**src/rtl/lct_frame_tx_if.sv**
```systemverilog
// Byte link from lct_frame_tx toward the TMB interface: valid/ready handshake with a
// control-character flag accompanying each byte.
interface lct_frame_tx_if;
  logic [7:0] tx_data;
  logic       tx_k;
  logic       tx_valid;
  logic       tx_ready;

  modport master (
    output tx_data,
    output tx_k,
    output tx_valid,
    input  tx_ready
  );

  modport slave (
    input  tx_data,
    input  tx_k,
    input  tx_valid,
    output tx_ready
  );
endinterface

```
**src/rtl/lct_frame_tx.sv**
```systemverilog
// Stamps crossings carrying a valid best track with a BX number, queues them and sends each
// as an 0xBC-headed byte frame. Define LCT_FRAME_TX_CRC_EN to append a CRC-8 byte per frame.
module lct_frame_tx #(
  parameter int unsigned DEPTH  = 16,
  parameter int unsigned BX_MAX = 3563
) (
  input  logic                   clk,
  input  logic                   rst,
  input  logic                   bc0,
  input  logic [6:0]             bw1,
  input  logic [1:0]             bq1,
  input  logic                   fa1,
  input  logic                   bv1,
  input  logic [6:0]             bw2,
  input  logic [1:0]             bq2,
  input  logic                   fa2,
  input  logic                   bv2,
  lct_frame_tx_if.master         tx,
  output logic [$clog2(DEPTH):0] fifo_count,
  output logic [7:0]             drop_cnt,
  output logic                   ovf
);

  localparam int unsigned AW      = $clog2(DEPTH);
  localparam logic [AW:0] FullCnt = (AW+1)'(DEPTH);
  localparam logic [11:0] BxLast  = 12'(BX_MAX);
  localparam logic [7:0]  Comma   = 8'hBC;

`ifdef LCT_FRAME_TX_CRC_EN
  typedef enum logic [1:0] {StIdle, StHdr, StData, StCrc} state_e;

  // CRC-8, polynomial 0x07, MSB first.
  function automatic logic [7:0] crc8(input logic [7:0] crc, input logic [7:0] data);
    logic [7:0] c;
    c = crc ^ data;
    for (int i = 0; i < 8; i++) begin
      c = c[7] ? ({c[6:0], 1'b0} ^ 8'h07) : {c[6:0], 1'b0};
    end
    return c;
  endfunction

  logic [7:0] crc_q, crc_d;
`else
  typedef enum logic [1:0] {StIdle, StHdr, StData} state_e;
`endif

  // BX counter
  logic [11:0] bxn_q;

  always_ff @(posedge clk) begin
    if (rst) begin
      bxn_q <= '0;
    end else if (bc0 || (bxn_q == BxLast)) begin
      bxn_q <= '0;
    end else begin
      bxn_q <= bxn_q + 12'd1;
    end
  end

  // Crossing FIFO
  logic [39:0]   mem [DEPTH];
  logic [AW-1:0] wr_ptr_q, rd_ptr_q;
  logic [AW:0]   count_q, count_d;
  logic [7:0]    drop_cnt_q;
  logic          ovf_q;
  logic          push, full, empty, push_ok, pop;
  logic [39:0]   word_in;

  assign word_in = {6'b0, bxn_q, bv2, fa2, bq2, bw2, bv1, fa1, bq1, bw1};
  assign push    = bv1 | bv2;
  assign full    = (count_q == FullCnt);
  assign empty   = (count_q == '0);
  // Full is judged on the pre-pop count, so a same-edge pop never rescues a push.
  assign push_ok = push & ~full;
  assign count_d = count_q + {{AW{1'b0}}, push_ok} - {{AW{1'b0}}, pop};

  always_ff @(posedge clk) begin
    if (push_ok) begin
      mem[wr_ptr_q] <= word_in;
    end
  end

  always_ff @(posedge clk) begin
    if (rst) begin
      wr_ptr_q   <= '0;
      rd_ptr_q   <= '0;
      count_q    <= '0;
      drop_cnt_q <= '0;
      ovf_q      <= 1'b0;
    end else begin
      if (push_ok) wr_ptr_q <= wr_ptr_q + 1'b1;
      if (pop)     rd_ptr_q <= rd_ptr_q + 1'b1;
      count_q <= count_d;
      if (push && full) begin
        ovf_q <= 1'b1;
        if (drop_cnt_q != 8'hFF) drop_cnt_q <= drop_cnt_q + 8'd1;
      end
    end
  end

  // Frame FSM
  state_e      state_q, state_d;
  logic [39:0] shift_q, shift_d;
  logic [2:0]  idx_q, idx_d;
  logic [7:0]  data_q, data_d;
  logic        k_q, k_d, valid_q, valid_d;
  logic        xfer, load_next;

  assign xfer = valid_q & tx.tx_ready;

  always_comb begin
    state_d   = state_q;
    shift_d   = shift_q;
    idx_d     = idx_q;
    data_d    = data_q;
    k_d       = k_q;
    valid_d   = valid_q;
    pop       = 1'b0;
    load_next = 1'b0;
`ifdef LCT_FRAME_TX_CRC_EN
    crc_d     = crc_q;
`endif
    unique case (state_q)
      StIdle: load_next = 1'b1;
      StHdr: begin
        if (xfer) begin
          state_d = StData;
          idx_d   = '0;
          k_d     = 1'b0;
          data_d  = shift_q[39:32];
          shift_d = {shift_q[31:0], 8'h00};
`ifdef LCT_FRAME_TX_CRC_EN
          crc_d   = '0;
`endif
        end
      end
      StData: begin
        if (xfer) begin
`ifdef LCT_FRAME_TX_CRC_EN
          crc_d = crc8(crc_q, data_q);
`endif
          if (idx_q == 3'd4) begin
`ifdef LCT_FRAME_TX_CRC_EN
            state_d = StCrc;
            data_d  = crc8(crc_q, data_q);
`else
            load_next = 1'b1;
`endif
          end else begin
            idx_d   = idx_q + 3'd1;
            data_d  = shift_q[39:32];
            shift_d = {shift_q[31:0], 8'h00};
          end
        end
      end
`ifdef LCT_FRAME_TX_CRC_EN
      StCrc: begin
        if (xfer) load_next = 1'b1;
      end
`endif
      default: state_d = StIdle;
    endcase

    // End of frame (or idle): chain straight into the next header when one is queued.
    if (load_next) begin
      if (!empty) begin
        pop     = 1'b1;
        shift_d = mem[rd_ptr_q];
        state_d = StHdr;
        valid_d = 1'b1;
        k_d     = 1'b1;
        data_d  = Comma;
      end else begin
        state_d = StIdle;
        valid_d = 1'b0;
        k_d     = 1'b0;
        data_d  = '0;
      end
    end
  end

  always_ff @(posedge clk) begin
    if (rst) begin
      state_q <= StIdle;
      shift_q <= '0;
      idx_q   <= '0;
      data_q  <= '0;
      k_q     <= 1'b0;
      valid_q <= 1'b0;
`ifdef LCT_FRAME_TX_CRC_EN
      crc_q   <= '0;
`endif
    end else begin
      state_q <= state_d;
      shift_q <= shift_d;
      idx_q   <= idx_d;
      data_q  <= data_d;
      k_q     <= k_d;
      valid_q <= valid_d;
`ifdef LCT_FRAME_TX_CRC_EN
      crc_q   <= crc_d;
`endif
    end
  end

  assign tx.tx_data  = data_q;
  assign tx.tx_k     = k_q;
  assign tx.tx_valid = valid_q;
  assign fifo_count  = count_q;
  assign drop_cnt    = drop_cnt_q;
  assign ovf         = ovf_q;

endmodule

```
**src/flat_wrapper.sv**
```systemverilog
// flat-port wrapper written by rule: the top's interface ports become plain ports
module lct_frame_tx_flat 
#(
  parameter int unsigned DEPTH  = 16,
  parameter int unsigned BX_MAX = 3563
)
  (clk, rst, bc0, bw1, bq1, fa1, bv1, bw2, bq2, fa2, bv2, fifo_count, drop_cnt, ovf, tx_tx_data, tx_tx_k, tx_tx_valid, tx_tx_ready);
  lct_frame_tx_if tx_i ();
  input  logic clk;
  input  logic rst;
  input  logic bc0;
  input  logic [6:0] bw1;
  input  logic [1:0] bq1;
  input  logic fa1;
  input  logic bv1;
  input  logic [6:0] bw2;
  input  logic [1:0] bq2;
  input  logic fa2;
  input  logic bv2;
  output logic [$clog2(DEPTH):0] fifo_count;
  output logic [7:0] drop_cnt;
  output logic ovf;
  output wire logic [$bits(tx_i.tx_data)-1:0] tx_tx_data;
  output wire logic [$bits(tx_i.tx_k)-1:0] tx_tx_k;
  output wire logic [$bits(tx_i.tx_valid)-1:0] tx_tx_valid;
  input wire logic [$bits(tx_i.tx_ready)-1:0] tx_tx_ready;
  assign tx_tx_data = tx_i.tx_data;
  assign tx_tx_k = tx_i.tx_k;
  assign tx_tx_valid = tx_i.tx_valid;
  assign tx_i.tx_ready = tx_tx_ready;
  lct_frame_tx #(.DEPTH(DEPTH), .BX_MAX(BX_MAX)) u_core (.clk(clk), .rst(rst), .bc0(bc0), .bw1(bw1), .bq1(bq1), .fa1(fa1), .bv1(bv1), .bw2(bw2), .bq2(bq2), .fa2(fa2), .bv2(bv2), .tx(tx_i), .fifo_count(fifo_count), .drop_cnt(drop_cnt), .ovf(ovf));
endmodule
```
**config.mk**
```make
export PLATFORM = sky130hd
export DESIGN_NAME = lct_frame_tx_flat
export DESIGN_NICKNAME = d
export VERILOG_FILES = /design/src/rtl/lct_frame_tx_if.sv /design/src/rtl/lct_frame_tx.sv /design/src/flat_wrapper.sv
export SDC_FILE = /design/constraint.sdc
export NUM_CORES = 1
export LEC_CHECK = 0
export CAP_MARGIN = 20
export CORE_ASPECT_RATIO = 1.2
export CORE_MARGIN = 3
export CORE_UTILIZATION = 40
export DETAILED_ROUTE_END_ITERATION = 8
export PLACE_DENSITY = 0.67
export SYNTH_ARGS = -nofsm -noshare
export SYNTH_HDL_FRONTEND = slang
export SYNTH_SLANG_ARGS = --single-unit
```
**constraint.sdc**
```tcl
create_clock -name clk -period 4.6 [get_ports clk]
set_clock_uncertainty 0.1 [all_clocks]
set_input_delay 0.69 -clock clk [delete_from_list [all_inputs] [get_ports clk]]
set_output_delay 0.69 -clock clk [all_outputs]
set_load 0.02 [all_outputs]
```
# Yosys cells after proc, flatten, opt, wreduce, memory -nomap -nowiden
# Memory sizes are Yosys's and may differ from the RTL's. A register that Yosys moved wholly into a read port is not among the register bits.
# Cells that the tools add are included.
# word_totals
out_inout_bits	24
mem_bits_rw	544
register_bits	89
n_memories	1
# memory_table
name	depth	width	read_ports	rd_ports_with_merged_regs	wr	line_no	text
u_core.mem	16	34	1	1	1	lct_frame_tx.sv:61	logic [39:0] mem [DEPTH];
# classes
reduce_logical	15
muxes	32
bitwise	4
n_addsub	7
eq_ne	13
# ops
op	n
$mux W40	5
$pmux W40 S2	1
$mux W8	5
$pmux W8 S2	1
$add A12 B1 Y12 const B	1
$eq A12 B12 Y1 const B	1
$mux W1	10
$mux W3	3
$add A4 B1 Y4 const B	2
$add A8 B1 Y8 const B	1
$mux W4	2
$ne A8 B8 Y1 const B	1
$reduce_and A4 Y1	2
$ne A2 B1 Y1 const B	3
$ne A3 B1 Y1 const B	2
$pmux W3 S2	1
$reduce_and A2 Y1	3
$reduce_bool A2 Y1	3
$add A5 B1 Y5	1
$eq A5 B5 Y1 const B	1
$logic_not A5 Y1	1
$sub A5 B1 Y5	1
$mux W2	2
$pmux W2 S2	1
other kinds (15)	17

# Longest topological paths before layout
# logic_depth
depth_word	7
mapped_depth	15
mapped_depth_nobuf	13

# Worst setup path after synthesis
# No wires, ideal clock.
# synth_timing
kind	reg-to-reg
startpoint	reg u_core.count_q[2] (netlist: u_core.fifo_count[2])
endpoint	mem u_core.mem[2][0] (netlist bit) (enable)
t_arrival_ns	3.897
setup_slack_ns	0.136
stages_incl_launch_ff	9
required_ns	4.032
path_cell_list	dfxtp_1 > inv_1 > ha_1 > nand4bb_1 > clkbuf_1 > and2_1 > clkbuf_1 > nand2_1 > nor3_1
# synth_between
elab_chain_len	5
# synth_lines
element	line_no	text
from (decl)	lct_frame_tx.sv:63	logic [AW:0] count_q, count_d;
from (signal assigned)	lct_frame_tx.sv:93	count_q <= count_d;
$eq A5 B5 Y1	lct_frame_tx.sv:71	assign full = (count_q == FullCnt);
$not A1 Y1	lct_frame_tx.sv:74	assign push_ok = push & ~full;
$and A1 B1 Y1	lct_frame_tx.sv:74	
named net u_core.push_ok	lct_frame_tx.sv:66	logic push, full, empty, push_ok, pop;
$mux W1	lct_frame_tx.sv:78	if (push_ok) begin
$mux W1 (not written as such)	lct_frame_tx.sv:79	mem[wr_ptr_q] <= word_in;
to (decl)	lct_frame_tx.sv:61	
# The timed path passes the listed nets, and every way through them passes these cells.

# Worst setup path in the final report
# layout_timing
startpoint	reg u_core.count_q[2] (netlist: u_core.fifo_count[2])
endpoint	reg u_core.count_q[4] (netlist: u_core.fifo_count[4])
# layout_between
elab_chain_len	5
# layout_lines
element	line_no	text
$eq A5 B5 Y1	lct_frame_tx.sv:71	
$not A1 Y1	lct_frame_tx.sv:74	
$and A1 B1 Y1	lct_frame_tx.sv:74	
$add A5 B1 Y5	lct_frame_tx.sv:75	assign count_d = count_q + {{AW{1'b0}}, push_ok} - {{AW{1'b0}}, pop};
$sub A5 B1 Y5 *	lct_frame_tx.sv:75	
# Mark *: on every way between the ends. The rest lies on a longest branch, timed or not.
# A chain may end at the register's enable or synchronous reset.

==> reports/results.ini <==
[critical_path]
slowest_delay_ns=0.66
worstSetupPathType=flip-flop to flip-flop
cp.buffers_inverters=3
critPathLaunchType=flip-flop
critPathLaunch=u_core.fifo_count[2]
worstPathRequired_ns=5.02
arrival_ns=3.79
endpoint_kind=flip-flop
critical_path.max_fanout=10
critPathTopFamily=simple AND/OR/NAND/NOR gates
crit_chain=inv_1 -> ha_1 -> or4b_1 -> nand3_1 -> inv_1 -> ha_1 -> inv_1 -> ha_1 -> fa_1 -> a21oi_1 -> nor2_1 -> or3_1 -> a21oi_1
r2r_start=u_core.fifo_count[2]
cp_slowest_cell=or4b_1

[yosys]
synthFlopType=edfxtp_1
yosysSeqAreaShare=0.7366
yosysWarningCount=0
synth_cell_types=55
synthesis.area_mm2=0.02471
ys_async_sr_fraction=0
synth_edf_count=544
avgSynthCellArea_um2=19.11
synth_nets=1339
ys_ff_latch=637
syn_inst=1293

[pwr]
p_sw_mw=4.130
power_mw=15.09
pwr-share-clk=0.323
vdd_drop_max_v=0.0003039
p_comb_frac=0.213
pwr-share-seq=0.464
p_sw_frac=0.2737
power_density_mw_per_mm2=532.0
intPower_mw=10.96
p_leak_nw=8.872

[floorplan]
initial_core_util=0.4054
die_h_um=278.2
ioPinCount=50
die_w_um=232.9
core_mm2=0.06094
rows=99
dieArea_mm2=0.06479

[worst_hold_path]
min_from=u_core.ovf
min_path_type=flip-flop to flip-flop

[layout]
area_growth_pct=14.79
nets=1411
seqCellArea_mm2=0.01821
final_cell_mix=544 x edfxtp_1, 136 x mux4_2, 90 x dfxtp_1
multi_input_area_mm2=0.006200
layout.cells.non_filler=2221
final_common_cell=edfxtp_1
fill_cells=5090
final_area_mm2=0.02836
layout-drive-gt1-share=0.2449
antenna_cells=0

[clock_tree]
post-cts-setup-buffer-count=0
htreeDepth=2
cts.clk_slew.worst_paths_ns=0.06
cts_tree=yes
hold_buffers=0
cts.repair.resized=0
numCtsBuffers=56
cts.sinks=637
clk_path_buf_depth=3
root_buffer=clkbuf_16
clk_latency_ns=0.59

[drt]
drcViolationCount=0
wire_per_inst_um=23.47
wirelength_mm=52.14
vias=12418
vias_per_cell=5.591
drt_iter0_drc=964
dr.pass1.iters=5
postRouteAntennaNets=0

[sta]
period_minus_slack_ns=3.372
max_slew_margin=0.3526
slew_violations=0
rsz0062_at_grt=false
worstMarginPinSlew_ns=0.9711
setup_viol=0
finalHoldViolCount=0
fin_setup_tns_ns=0
fin_crit_sh=0.7330
max_freq_mhz=296.6

[placed_design]
dpl.cell_count=2113
portBuffers=49
place.gp.congestion=0.8018
dpl_cell_area_mm2=0.02639
hpwl_mm=31.16

[grt]
grt_start_max_net_pins=54
grt_pass1_wl_mm=79.91
antenna_found_initial=0
grt_pass1_vias=12655
grt_util_all_layers=0.1621
grt_remaining_overflow=0

[run]
cap_violations=0

[outcome]
status=complete, no violations

-- path summary, 6_finish.rpt --
check	endpoint	slack (ns)	depth (start not counted)
setup / recovery	u_core.fifo_count[4]	1.23	13
setup reg to reg	u_core.fifo_count[4]	1.23	13
hold / removal	u_core.ovf	0.37	2
hold reg to reg	u_core.ovf	0.37	2
-- layer usage --
metal	share of wire	global-route usage	wire, um	vias up
met4	0.020	0.04202	1066	0
met2	0.51	0.2712	26520	343
li1	-	-	-	5446
met3	0.054	0.02590	2806	69
met1	0.42	0.2225	21750	6560
met5	0	0	0	-
-- worst min-delay path, delay by kind of cell (launching register included) --
| family | cells | cell delay (ns) |
|---|---|---|
| simple gates | 2 | 0.12 |
| flops | 1 | 0.32 |
-- kinds of logic after synthesis --
group / Yosys count / synth area share
flops: 637 / 0.7366
mux: 200 / 0.1526
simple gates: 181 / 0.03621
compound gates: 140 / 0.03986
buf+inv: 95 / 0.01727
xor+xnor: 20 / 0.007090
fa+ha+maj: 20 / 0.01043
-- registers in the layout, summed over array words and instances, names as in the netlist, named ones only --
name / count
u_core.bxn_q: 12
u_core.drop_cnt: 8
u_core.fifo_count: 5
u_core.idx_q: 3
u_core.mem: 544
u_core.ovf: 1
u_core.rd_ptr_q: 4
u_core.shift_q: 40
u_core.state_q: 2
u_core.tx.tx_data: 8
u_core.tx.tx_k: 1
u_core.tx.tx_valid: 1
u_core.wr_ptr_q: 4
-- metrics by stage --
| stage | hold WS [ns] | utilization | setup slack (ns) |
|---|---|---|---|
| after floorplan | 0.3508 | - | 0.1359 |
| after global placement | 0.3516 | 0.4325 | 1.146 |
| after detailed placement | 0.3641 | 0.4330 | 1.141 |
| after CTS | 0.3759 | 0.4648 | 1.235 |
| after global routing | 0.4065 | 0.4654 | 1.045 |
| final | 0.3727 | 0.4654 | 1.228 |
-- cell type report --
cell class | instances | share of cell area
multi-input cells | 561 | 0.2186
clock buffers | 76 | 0.05568
inverters | 22 | 0.002912
repair buffers | 87 | 0.03256
flip-flops and latches | 637 | 0.6419
well taps | 808 | 0.03565
clock inverters | 30 | 0.01266
-- power by group through the flow --
stage          clock network [mW]  logic [mW]  registers, mW
2_1_floorplan                   0        2.12           7.06
3_3_place_gp                    0        3.14           7.10
3_5_place_dp                    0        3.20           7.12
4_1_cts                      4.98        3.23           7.00
5_1_grt                      5.20        3.47           7.04
6_report                     4.88        3.21           7.00
-- Yosys cell counts, drive strengths merged (3+ instances only) --
cell | number | area share
edfxtp | 544 | 0.66
mux4 | 136 | 0.12
dfxtp | 93 | 0.075
nor2 | 60 | 0.0091
mux2 | 53 | 0.024
clkbuf | 39 | 0.0060
nor3 | 36 | 0.0073
buf | 34 | 0.0080
a221oi | 26 | 0.0092
o22ai | 26 | 0.0066
a21oi | 24 | 0.0049
inv | 22 | 0.0033
ha | 19 | 0.0096
nand2 | 19 | 0.0029
nand3 | 19 | 0.0038
o21ai | 16 | 0.0032
a22oi | 15 | 0.0046
xnor2 | 14 | 0.0050
or3 | 13 | 0.0033
mux2i | 11 | 0.0045
a211o | 8 | 0.0028
nand4 | 8 | 0.0025
o221ai | 8 | 0.0028
xor2 | 6 | 0.0021
o2111ai | 5 | 0.0018
and3 | 4 | 0.0010
nand2b | 4 | 0.0010
nor2b | 4 | 0.0010
and2 | 3 | 0.00076
or2 | 3 | 0.00076
No activity file was read; power rests on OpenSTA's default activity.
